<file path="src/rtl/simple_processor_pkg.sv">
// Shared definitions for the simple processor execute stage: datapath width
// and the logic-unit function encoding.
package simple_processor_pkg;

  localparam int DATA_WIDTH = 32;

  // Codes 3'd5..3'd7 are unnamed and decode as unsupported, the same as FUNC_INVALID.
  typedef enum logic [2:0] {
    FUNC_AND     = 3'd0,
    FUNC_OR      = 3'd1,
    FUNC_XOR     = 3'd2,
    FUNC_NOT     = 3'd3,
    FUNC_INVALID = 3'd4
  } func_t;

endpackage

</file>
<file path="src/rtl/alu_gate_comb.sv">
// Combinational core of the bitwise logic unit: produces the next result and
// flags function codes the unit does not implement.
module alu_gate_comb
  import simple_processor_pkg::*;
(
  input  logic [DATA_WIDTH-1:0] rs1_data_i,
  input  logic [DATA_WIDTH-1:0] rs2_data_i,
  input  func_t                 func_i,
  output logic [DATA_WIDTH-1:0] result_o,
  output logic                  invalid_o
);

  always_comb begin
    // NOTE: defaults are assigned before the case so every path drives both outputs and no latch is inferred.
    result_o  = '0;
    invalid_o = 1'b0;
    case (func_i)
      FUNC_AND: result_o = rs1_data_i & rs2_data_i;
      FUNC_OR:  result_o = rs1_data_i | rs2_data_i;
      FUNC_XOR: result_o = rs1_data_i ^ rs2_data_i;
      FUNC_NOT: result_o = ~rs1_data_i;
      default:  invalid_o = 1'b1;
    endcase
  end

endmodule

</file>
<file path="src/rtl/alu_gate.sv">
// Bitwise logic unit of the execute stage: registers the combinational
// result, the valid flag and the unsupported-function flag.
module alu_gate
  import simple_processor_pkg::*;
(
  input  logic                  clk_i,
  input  logic                  arst_ni,
  input  logic                  valid_i,
  input  logic [DATA_WIDTH-1:0] rs1_data_i,
  input  logic [DATA_WIDTH-1:0] rs2_data_i,
  input  func_t                 func_i,
  output logic [DATA_WIDTH-1:0] rd_data_o,
  output logic                  valid_o,
  output logic                  invalid_o
);

  logic [DATA_WIDTH-1:0] w_result;
  logic                  w_invalid;
  logic [DATA_WIDTH-1:0] r_rd_data;
  logic                  r_valid;
  logic                  r_invalid;

  alu_gate_comb u_comb (
    .rs1_data_i (rs1_data_i),
    .rs2_data_i (rs2_data_i),
    .func_i     (func_i),
    .result_o   (w_result),
    .invalid_o  (w_invalid)
  );

  // The result register only loads on a request, so the last write-back value
  // stays visible while the stage is idle.
  always_ff @(posedge clk_i or negedge arst_ni) begin
    // NOTE: non-blocking assignments keep every register sampling pre-edge values.
    if (!arst_ni) begin
      r_rd_data <= '0;
      r_valid   <= 1'b0;
      r_invalid <= 1'b0;
    end else begin
      r_valid   <= valid_i;
      r_invalid <= valid_i & w_invalid;
      if (valid_i) r_rd_data <= w_result;
    end
  end

  assign rd_data_o = r_rd_data;
  assign valid_o   = r_valid;
  assign invalid_o = r_invalid;

endmodule

</file>
<file path="config.mk">
export PLATFORM = sky130hd
export DESIGN_NAME = alu_gate
export DESIGN_NICKNAME = d
export VERILOG_FILES = /design/src/rtl/simple_processor_pkg.sv /design/src/rtl/alu_gate_comb.sv /design/src/rtl/alu_gate.sv
export SDC_FILE = /design/constraint.sdc
export NUM_CORES = 1
export LEC_CHECK = 0
export BUFFER_PORTS_ARGS = -buffer_cell sky130_fd_sc_hd__buf_2
export CORE_UTILIZATION = 53
export DETAILED_ROUTE_END_ITERATION = 12
export GPL_TIMING_DRIVEN = 0
export MAX_ROUTING_LAYER = met4
export PLACE_DENSITY = 0.82
export SETUP_SLACK_MARGIN = 0.4
export SYNTH_ARGS = -nofsm -noshare
export SYNTH_HDL_FRONTEND = slang
export SYNTH_SLANG_ARGS = --single-unit
</file>
<file path="constraint.sdc">
create_clock -name clk_i -period 0.8 [get_ports clk_i]
set_input_delay 0 -clock clk_i [delete_from_list [all_inputs] [get_ports clk_i]]
set_output_delay 0 -clock clk_i [all_outputs]
set_load 0.02 [all_outputs]
</file>
# After elaboration in Yosys (flattened, before gate mapping)

Index checks and enable logic that the tools add are counted.

Eq/ne operators: 3
Muxes and demuxes: 2
Bitwise operators: 5
Reduce and logical (&&, ||, !) cells: 2

Operator list:

| kind                                                                   | number |
|---|---|
| 32-bit case mux with 4 select lines                                    | 1 |
| 32-bit bitwise AND                                                     | 1 |
| 32-bit inverter                                                        | 1 |
| 32-bit OR                                                              | 1 |
| 32-bit bitwise XOR                                                     | 1 |
| 3-bit by 2-bit equality test with 1-bit output (second input constant) | 2 |
| 4-bit OR reduction                                                     | 1 |
| 3-bit by 1-bit equality test with 1-bit output (second input constant) | 1 |
| 3-bit logical NOT                                                      | 1 |
| 1-bit bitwise AND                                                      | 1 |
| 1-bit two-way mux                                                      | 1 |

Register bits after elaboration: 34
Output and inout bits: 34
Logic and storage cells: 15

# Logic depth before layout (Yosys ltp)

Gate-level depths: netlist (run 1).

Depth in word-level cells: 4
Mapped depth: 4
Gate-level depth less buffers: 4

# Cells and area by module

A second synthesis (run 1) with hierarchy kept.

Cell total of the unflattened synthesis: 364
Area, all modules: 3405.8 µm²

By module, submodules not included:

| module        | times used | cells each | area each (µm²) |
|---|---|---|---|
| alu_gate_comb | 1          | 293        | 2008.2 |
| alu_gate      | 1          | 71         | 1397.6 |

# Least setup slack after synthesis (run 1)

No wires, ideal clock.

Path type: input -> register
From: input port func_i[1]
To: register r_rd_data[12] (netlist: rd_data_o[12])
Setup time: 0.086 ns
Arrival: 0.889 ns
Setup slack: -0.174 ns
Stages: 4
Cells stage by stage: buf_2 buf_2 mux2_2 o221ai_2

Word-level cells in the longest chain between the ends: 2
Elaborated cells on any way between the ends: 5
Those cells by class: 3 x eq/ne; 1 x mux; 1 x reduce/logical

RTL lines:

| element                                                                      | line                | text |
|---|---|---|
| from (decl)                                                                  | alu_gate.sv:11      | `input func_t func_i,` |
| 3-bit by 2-bit equality test with 1-bit output, or another cell as far along | alu_gate_comb.sv:17 | `case (func_i)` |
| 32-bit case mux with 4 select lines *                                        | alu_gate_comb.sv:17 |  |
| to (signal assigned)                                                         | alu_gate.sv:42      | `if (valid_i) r_rd_data <= w_result;` |
| to (decl)                                                                    | alu_gate.sv:19      | `logic [DATA_WIDTH-1:0] r_rd_data;` |

Mark *: on every way between the ends. The rest lies on a longest branch, timed or not.
A chain may end at the register's enable or synchronous reset.

# Worst setup path in the final report (run 1)

From: register r_rd_data[30] (netlist: rd_data_o[30])
To: output port rd_data_o[30]

RTL lines:

| element   | line           | text |
|---|---|---|
| to (decl) | alu_gate.sv:12 | `output logic [DATA_WIDTH-1:0] rd_data_o,` |

No word-level cell between the ends.

==> run summary, run 1 <==
Fin worst setup slack -> -0.0518 ns
Top Family by Delay on Critical Path -> flip-flops
Tcrit/Tclk final -> 106%
VDD IR max -> 0.733 mV
Core Area -> 6060 um2
Maxcap violations -> 0
Synth Register Bits -> 34
Worst EP arrival -> 0.85 ns
CTS tree -> done
Internal Pwr Total -> 3.83 mW
Avg Vias per Cell -> 5.35
Pin count of the biggest net entering global routing -> 35
Num CTS Buffers -> 5
Met2 Routed Length -> 4.76 mm
Met3 wire length -> 282 um
Worst slew pin tran -> 0.464 ns
Detail Route Antenna Nets -> 0
Share of post-route cells with drive strength above 1 -> 45.9%
CP startpoint kind -> flip-flop
Seq/Total Area, Yosys -> 25.0%
Clock Sinks -> 34
Std cell rows -> 28
GRT overflow -> 0
Max_slew headroom -> 69.1%
Syn Nets -> 444
Final setup TNS -> -0.870 ns
Slowest CP cell -> dfrtp_1
Pwr dens -> 1210 nW/um2
RSZ-0062 raised after global routing -> yes
Cell Chain, Critical Path -> buf_6
Clk pin slew, worst setup/hold paths -> 0.07 ns
Num ports -> 104
Skew final -> 0 ns
Highest net fanout along the worst path -> 2
1st-iter DRT viols -> 89
Count of non-filler cells in the finished layout -> 515
Post-Synthesis Cell Area -> 3400 um2
Effective utilization at floorplan -> 56.1%
Drt wl/cell -> 16.6 um
Buf/Inv on CP -> 1
Die span in x -> 82.1 um
Warnings from Yosys -> 0
Hold WC Path Type -> input pin to asynchronous set/reset pin
Clock buffer depth -> 2
Worst-Skew Late Latency -> 0.28 ns
Worst setup path category -> flip-flop to primary output
Clock power frac -> 23.3%
Min Tclk post-route -> 0.852 ns
N_diodes -> 0
Yosys cell types -> 16
Root Buffer -> clkbuf_8
Failing checks -> hold timing, setup timing
Endpoint class of the critical path -> primary output
Die H -> 82.1 um
Die footprint -> 6740 um2
Fmax achieved -> 1170 MHz
H-tree Lvls -> 2
Sequential power share -> 35.9%
Port bufs -> 102
Top Metal Used -> met4
Fin Hold WS -> -0.330 ns
Max-slew violation count -> 0
Vias in the first global route -> 2964
Endpoints failing setup -> 37
Wl on met1 -> 3.35 mm
Logic pwr share -> 40.8%
Global-route wire length before repair -> 13.4 mm
Mapped Cells -> 310
Drt first pass iters -> 4
Switching Share -> 33.2%
Syn-to-layout area delta -> 39.8%
Delay of the slowest critical-path stage -> 0.42 ns
Placer Congestion -> 0.724
Reported net switching power -> 1.90 mW
Routed vias -> 2754
Leak -> 2.62 nW
Required time worst endpoint -> 0.80 ns
Post-route DRC -> 0
WL final -> 8.53 mm
NumNets Final -> 573
Final Hold Vio Count -> 36
Synth Area per Inst -> 11.0 um2
Status -> finished, violations left
# placed instances -> 487
Tot GR Track Use -> 27.3%
Post-DP HPWL -> 5.55 mm
Initial antenna violation count -> 0
-- flip-flops by register name (all words and copies together) (netlist names) --
register,cells
rd_data_o,32
invalid_o,1
valid_o,1
-- cells in the final DEF (no fill, tap or decap) --
master	instances
dfrtp_2	2
nand2b_4	11
buf_12	5
clkbuf_1	1
buf_4	13
buf_8	2
and2_1	1
ha_1	64
mux2_1	22
mux2_4	1
mux2i_1	32
clkbuf_8	6
buf_2	66
buf_6	49
mux2_2	9
nand2b_1	21
nand3b_1	1
o221ai_2	32
or3b_4	1
buf_16	3
clkinv_2	1
inv_1	64
dfrtp_1	32
clkbuf_2	1
-- final timing paths --
kind | from | end | slack (ns) | cells past startpoint
max | rd_data_o[30] | rd_data_o[30] | -0.05 | 1
min | arst_ni | rd_data_o[24] | -0.33 | 1
max in group asynchronous | arst_ni | rd_data_o[19] | 0.79 | 1
min in group clk_i | valid_i | valid_o | -0.16 | 1
max reg2reg | rd_data_o[25] | rd_data_o[25] | -0.02 | 3
min reg2reg | rd_data_o[24] | rd_data_o[24] | 0.53 | 2
-- power by group through the flow --
| stage | Combinational [mW] | Clock (mW) | Sequential (mW) |
|---|---|---|---|
| 3_5_place_dp | 1.80 | 0 | 2.03 |
| 2_1_floorplan | 0.919 | 0 | 2.25 |
| 4_1_cts | 2.25 | 1.36 | 2.04 |
| 3_3_place_gp | 1.71 | 0 | 2.03 |
| 5_1_grt | 2.54 | 1.44 | 2.08 |
| 6_report | 2.34 | 1.34 | 2.06 |
-- synthesized netlist by cell type --
| cell type | n | share of area, % |
|---|---|---|
| ha_1 | 64 | 24 |
| inv_1 | 64 | 7.1 |
| dfrtp_1 | 34 | 25 |
| mux2i_1 | 32 | 9.4 |
| nand2b_1 | 32 | 5.9 |
| o221ai_2 | 30 | 13 |
| mux2_1 | 23 | 7.6 |
| buf_2 | 12 | 1.8 |
| mux2_2 | 9 | 3.0 |
| buf_12 | 3 | 1.8 |
| o221ai_1 | 2 | 0.52 |
| and2_1 | 1 | 0.18 |
| buf_6 | 1 | 0.33 |
| clkbuf_1 | 1 | 0.11 |
| nand3b_1 | 1 | 0.22 |
| or3b_1 | 1 | 0.26 |
-- per-layer routing --
layer	vias to the layer above	global-route usage [%]
li1	1321	-
met1	1352	29.4
met2	67	52.0
met3	14	3.67
met4	0	6.49
met5	-	-
-- cell families after synthesis --
family	share of synthesized area (%)
AO/OA/AOI/OAI	13.8
adder cells (fa/ha/maj)	23.6
buffers and inverters	11.0
flip-flops	25.0
multiplexers	20.0
AND/OR/NAND/NOR	6.55
-- through the flow --
stage | utilization, % | setup slack, ns | area, um2 | total power, mW
after floorplan | - | -0.0488 | 3440 | 3.16
after global placement | 66.8 | -0.265 | 4050 | 3.74
after detailed placement | 66.8 | -0.289 | 4050 | 3.83
after CTS | 76.7 | -0.0501 | 4650 | 5.65
after global routing | 78.4 | -0.0773 | 4750 | 6.05
final | 78.4 | -0.0518 | 4750 | 5.74
-- cell type report --
class                      instances  area, um2
buffer                            17        193
fill                             372       1310
clock buffer                       7       86.3
timing repair buffer             122       1000
tap                               75       93.8
clock inverter                     1       5.00
inverter                          64        240
multi-input combinational        195       2270
sequential                        34        853
-- timing repair --
action,4_1_cts,5_1_grt
pin swaps,2,2
hold endpoints to repair,36,36
cloned,3,0
resized for setup,93,17
setup buffers,15,2
endpoints found under the setup margin,69,67
(Power assumes the default switching activity.)
==> inputs of run 2 (changes only) <==
--- a/config.mk
+++ b/config.mk
@@ -6,6 +6,8 @@
 export NUM_CORES = 1
 export LEC_CHECK = 0
 export BUFFER_PORTS_ARGS = -buffer_cell sky130_fd_sc_hd__buf_2
+export CAP_MARGIN = 10
+export CORE_ASPECT_RATIO = 0.8
 export CORE_UTILIZATION = 53
 export DETAILED_ROUTE_END_ITERATION = 12
 export GPL_TIMING_DRIVEN = 0
==> run summary, run 2 (synthesized netlist as in run 1, its figures left out) <==
VDD IR max -> 0.862 mV (+18%)
Die H -> 73.6 um (-10%)
Initial antenna violation count -> 0 (unchanged)
Drt first pass iters -> 4 (unchanged)
Top Family by Delay on Critical Path -> flip-flops
Routed vias -> 2636 (-4.3%)
Worst slew pin tran -> 0.467 ns (+0.00336 ns)
End of the critical path -> rd_data_o[19]
Endpoints failing setup -> 36 (-2.7%)
WL final -> 7.87 mm (-7.8%)
Max-slew violation count -> 0 (unchanged)
Clk pin slew, worst setup/hold paths -> 0.08 ns (about the same)
Area of the multi-input gates -> 2280 um2 (+0.50%)
Status -> finished, violations left
CP Depth -> 1 (unchanged)
Fin worst setup slack -> -0.0421 ns (+0.00972 ns)
Drt wl/cell -> 15.3 um (-7.8%)
Worst reg-to-reg setup slack -> -0.01 ns (about the same)
Die footprint -> 6740 um2 (about the same)
Min Tclk post-route -> 0.842 ns (-0.00972 ns)
Worst setup path category -> flip-flop to primary output
Slowest CP cell -> dfrtp_2
Pwr dens -> 1200 nW/um2 (-0.94%)
Root Buffer -> clkbuf_8
Placer Congestion -> 0.716 (-1.2%)
Die span in x -> 91.5 um (+12%)
1st-iter DRT viols -> 64 (-28%)
Buf/Inv on CP -> 1 (unchanged)
Reg2Reg Depth -> 3 (unchanged)
Storage element area -> 853 um2 (unchanged)
Effective utilization at floorplan -> 56.3% (+0.22 points)
Endpoint class of the critical path -> primary output
Max_slew headroom -> 68.9% (-0.22 points)
Fill count -> 399 (+7.3%)
H-tree Lvls -> 2 (unchanged)
Max FFs per register -> 32 (unchanged)
NumNets Final -> 567 (-1.0%)
Final Hold Vio Count -> 36 (unchanged)
Global-route wire length before repair -> 12.8 mm (-4.6%)
Worst EP arrival -> 0.84 ns (about the same)
Reg2reg start -> rd_data_o[24]
Leak -> 2.58 nW (-1.6%)
Num CTS Buffers -> 5 (unchanged)
Pin count of the biggest net entering global routing -> 35 (unchanged)
Vias in the first global route -> 2807 (-5.3%)
Tot GR Track Use -> 25.2% (-2.1 points)
N_diodes -> 0 (unchanged)
CTS tree -> done
Total power -> 5.65 mW (-1.6%)
Post-route DRC -> 0 (unchanged)
CP startpoint kind -> flip-flop
Num ports -> 104 (unchanged)
Hold WC Path Type -> input pin to asynchronous set/reset pin
Detail Route Antenna Nets -> 0 (unchanged)
# placed instances -> 493 (+1.2%)
CP Launch Point -> rd_data_o[19]
Maxcap violations -> 0 (unchanged)
Avg Vias per Cell -> 5.12 (-4.3%)
Tcrit/Tclk final -> 105% (-1.2 points)
Most common cell after layout, fill and taps aside -> buf_2
R2r endpoint -> rd_data_o[24]
Std cell rows -> 25 (-11%)
Post-DP HPWL -> 5.55 mm (about the same)
Fin Hold WS -> -0.352 ns (-0.0220 ns)
Skew final -> 0 ns (unchanged)
Clock Sinks -> 34 (unchanged)
Delay of the slowest critical-path stage -> 0.42 ns (about the same)
Required time worst endpoint -> 0.80 ns (about the same)
Share of post-route cells with drive strength above 1 -> 44.5% (-1.4 points)
Cell Chain, Critical Path -> buf_6
Core Area -> 6040 um2 (-0.39%)
Most frequent cells in the layout -> buf_2 (66), inv_1 (64), ha_1 (64)
Failing checks -> hold timing, setup timing
Highest net fanout along the worst path -> 2 (unchanged)
Count of non-filler cells in the finished layout -> 515 (unchanged)
RSZ-0062 raised after global routing -> yes
Worst-Skew Late Latency -> 0.29 ns (about the same)
Syn-to-layout area delta -> 38.8%
Fmax achieved -> 1190 MHz (+1.2%)
GRT overflow -> 0 (unchanged)
Clock buffer depth -> 2 (unchanged)
Port bufs -> 102 (unchanged)
## run 2: changes by cell type in the layout (fill, tap and decap cells not counted), sizes merged
cell and delta:
buf -6
## run 2: worst min-delay path by stage
stage	to	slack, ns	cells after the start
finish	rd_data_o[24]	-0.35	1
global route	rd_data_o[24]	-0.31	1
CTS	rd_data_o[24]	-0.34	1
detailed placement	rd_data_o[24]	0.14	1
global placement	rd_data_o[24]	0.13	1
floorplan	invalid_o	-0.30	0
## run 2: repair_timing
| item | 4_1_cts | 5_1_grt |
|---|---|---|
| endpoints found under the setup margin | 69 | 66 |
| hold endpoints to repair | 36 | 36 |
| resized for setup | 92 | 16 |
| pin swaps | 2 | 5 |
| cloned | 3 | 0 |
| setup buffers | 10 | 1 |
## run 2: layer usage
metal	share of wire, %	GRT usage, %	vias up
met5	0	-	-
met4	1.6	7.05	0
met3	3.9	4.14	13
met2	51	45.8	58
met1	44	29.0	1259
li1	-	-	1306
## run 2: cell type report
cell class / instances / area share, %
flip-flops and latches: 34 / 18.1
clock buffers: 7 / 1.83
repair buffers: 116 / 20.0
clock inverters: 1 / 0.106
well taps: 81 / 2.15
inverters: 64 / 5.09
multi-input cells: 195 / 48.4
plain buffers: 17 / 4.32
## run 2: stage by stage
stage	instance area [um2]	utilization, %	setup TNS, ns	setup slack, ns	hold slack [ns]
detailed placement	4060	67.2	-7.88	-0.265	0.137
global placement	4060	67.2	-7.62	-0.253	0.131
finish	4720	78.2	-0.871	-0.0421	-0.352
floorplan	3440	-	-1.46	-0.0488	-0.296
CTS	4610	76.4	-1.11	-0.0478	-0.335
global route	4720	78.2	-1.76	-0.0632	-0.315
## run 2: report_power, final
| part | leakage (nW) | internal, mW | switching (mW) |
|---|---|---|---|
| sequential | 0.439 | 1.90 | 0.146 |
| combinational | 2.09 | 1.19 | 1.08 |
| clock | 0.0482 | 0.695 | 0.644 |
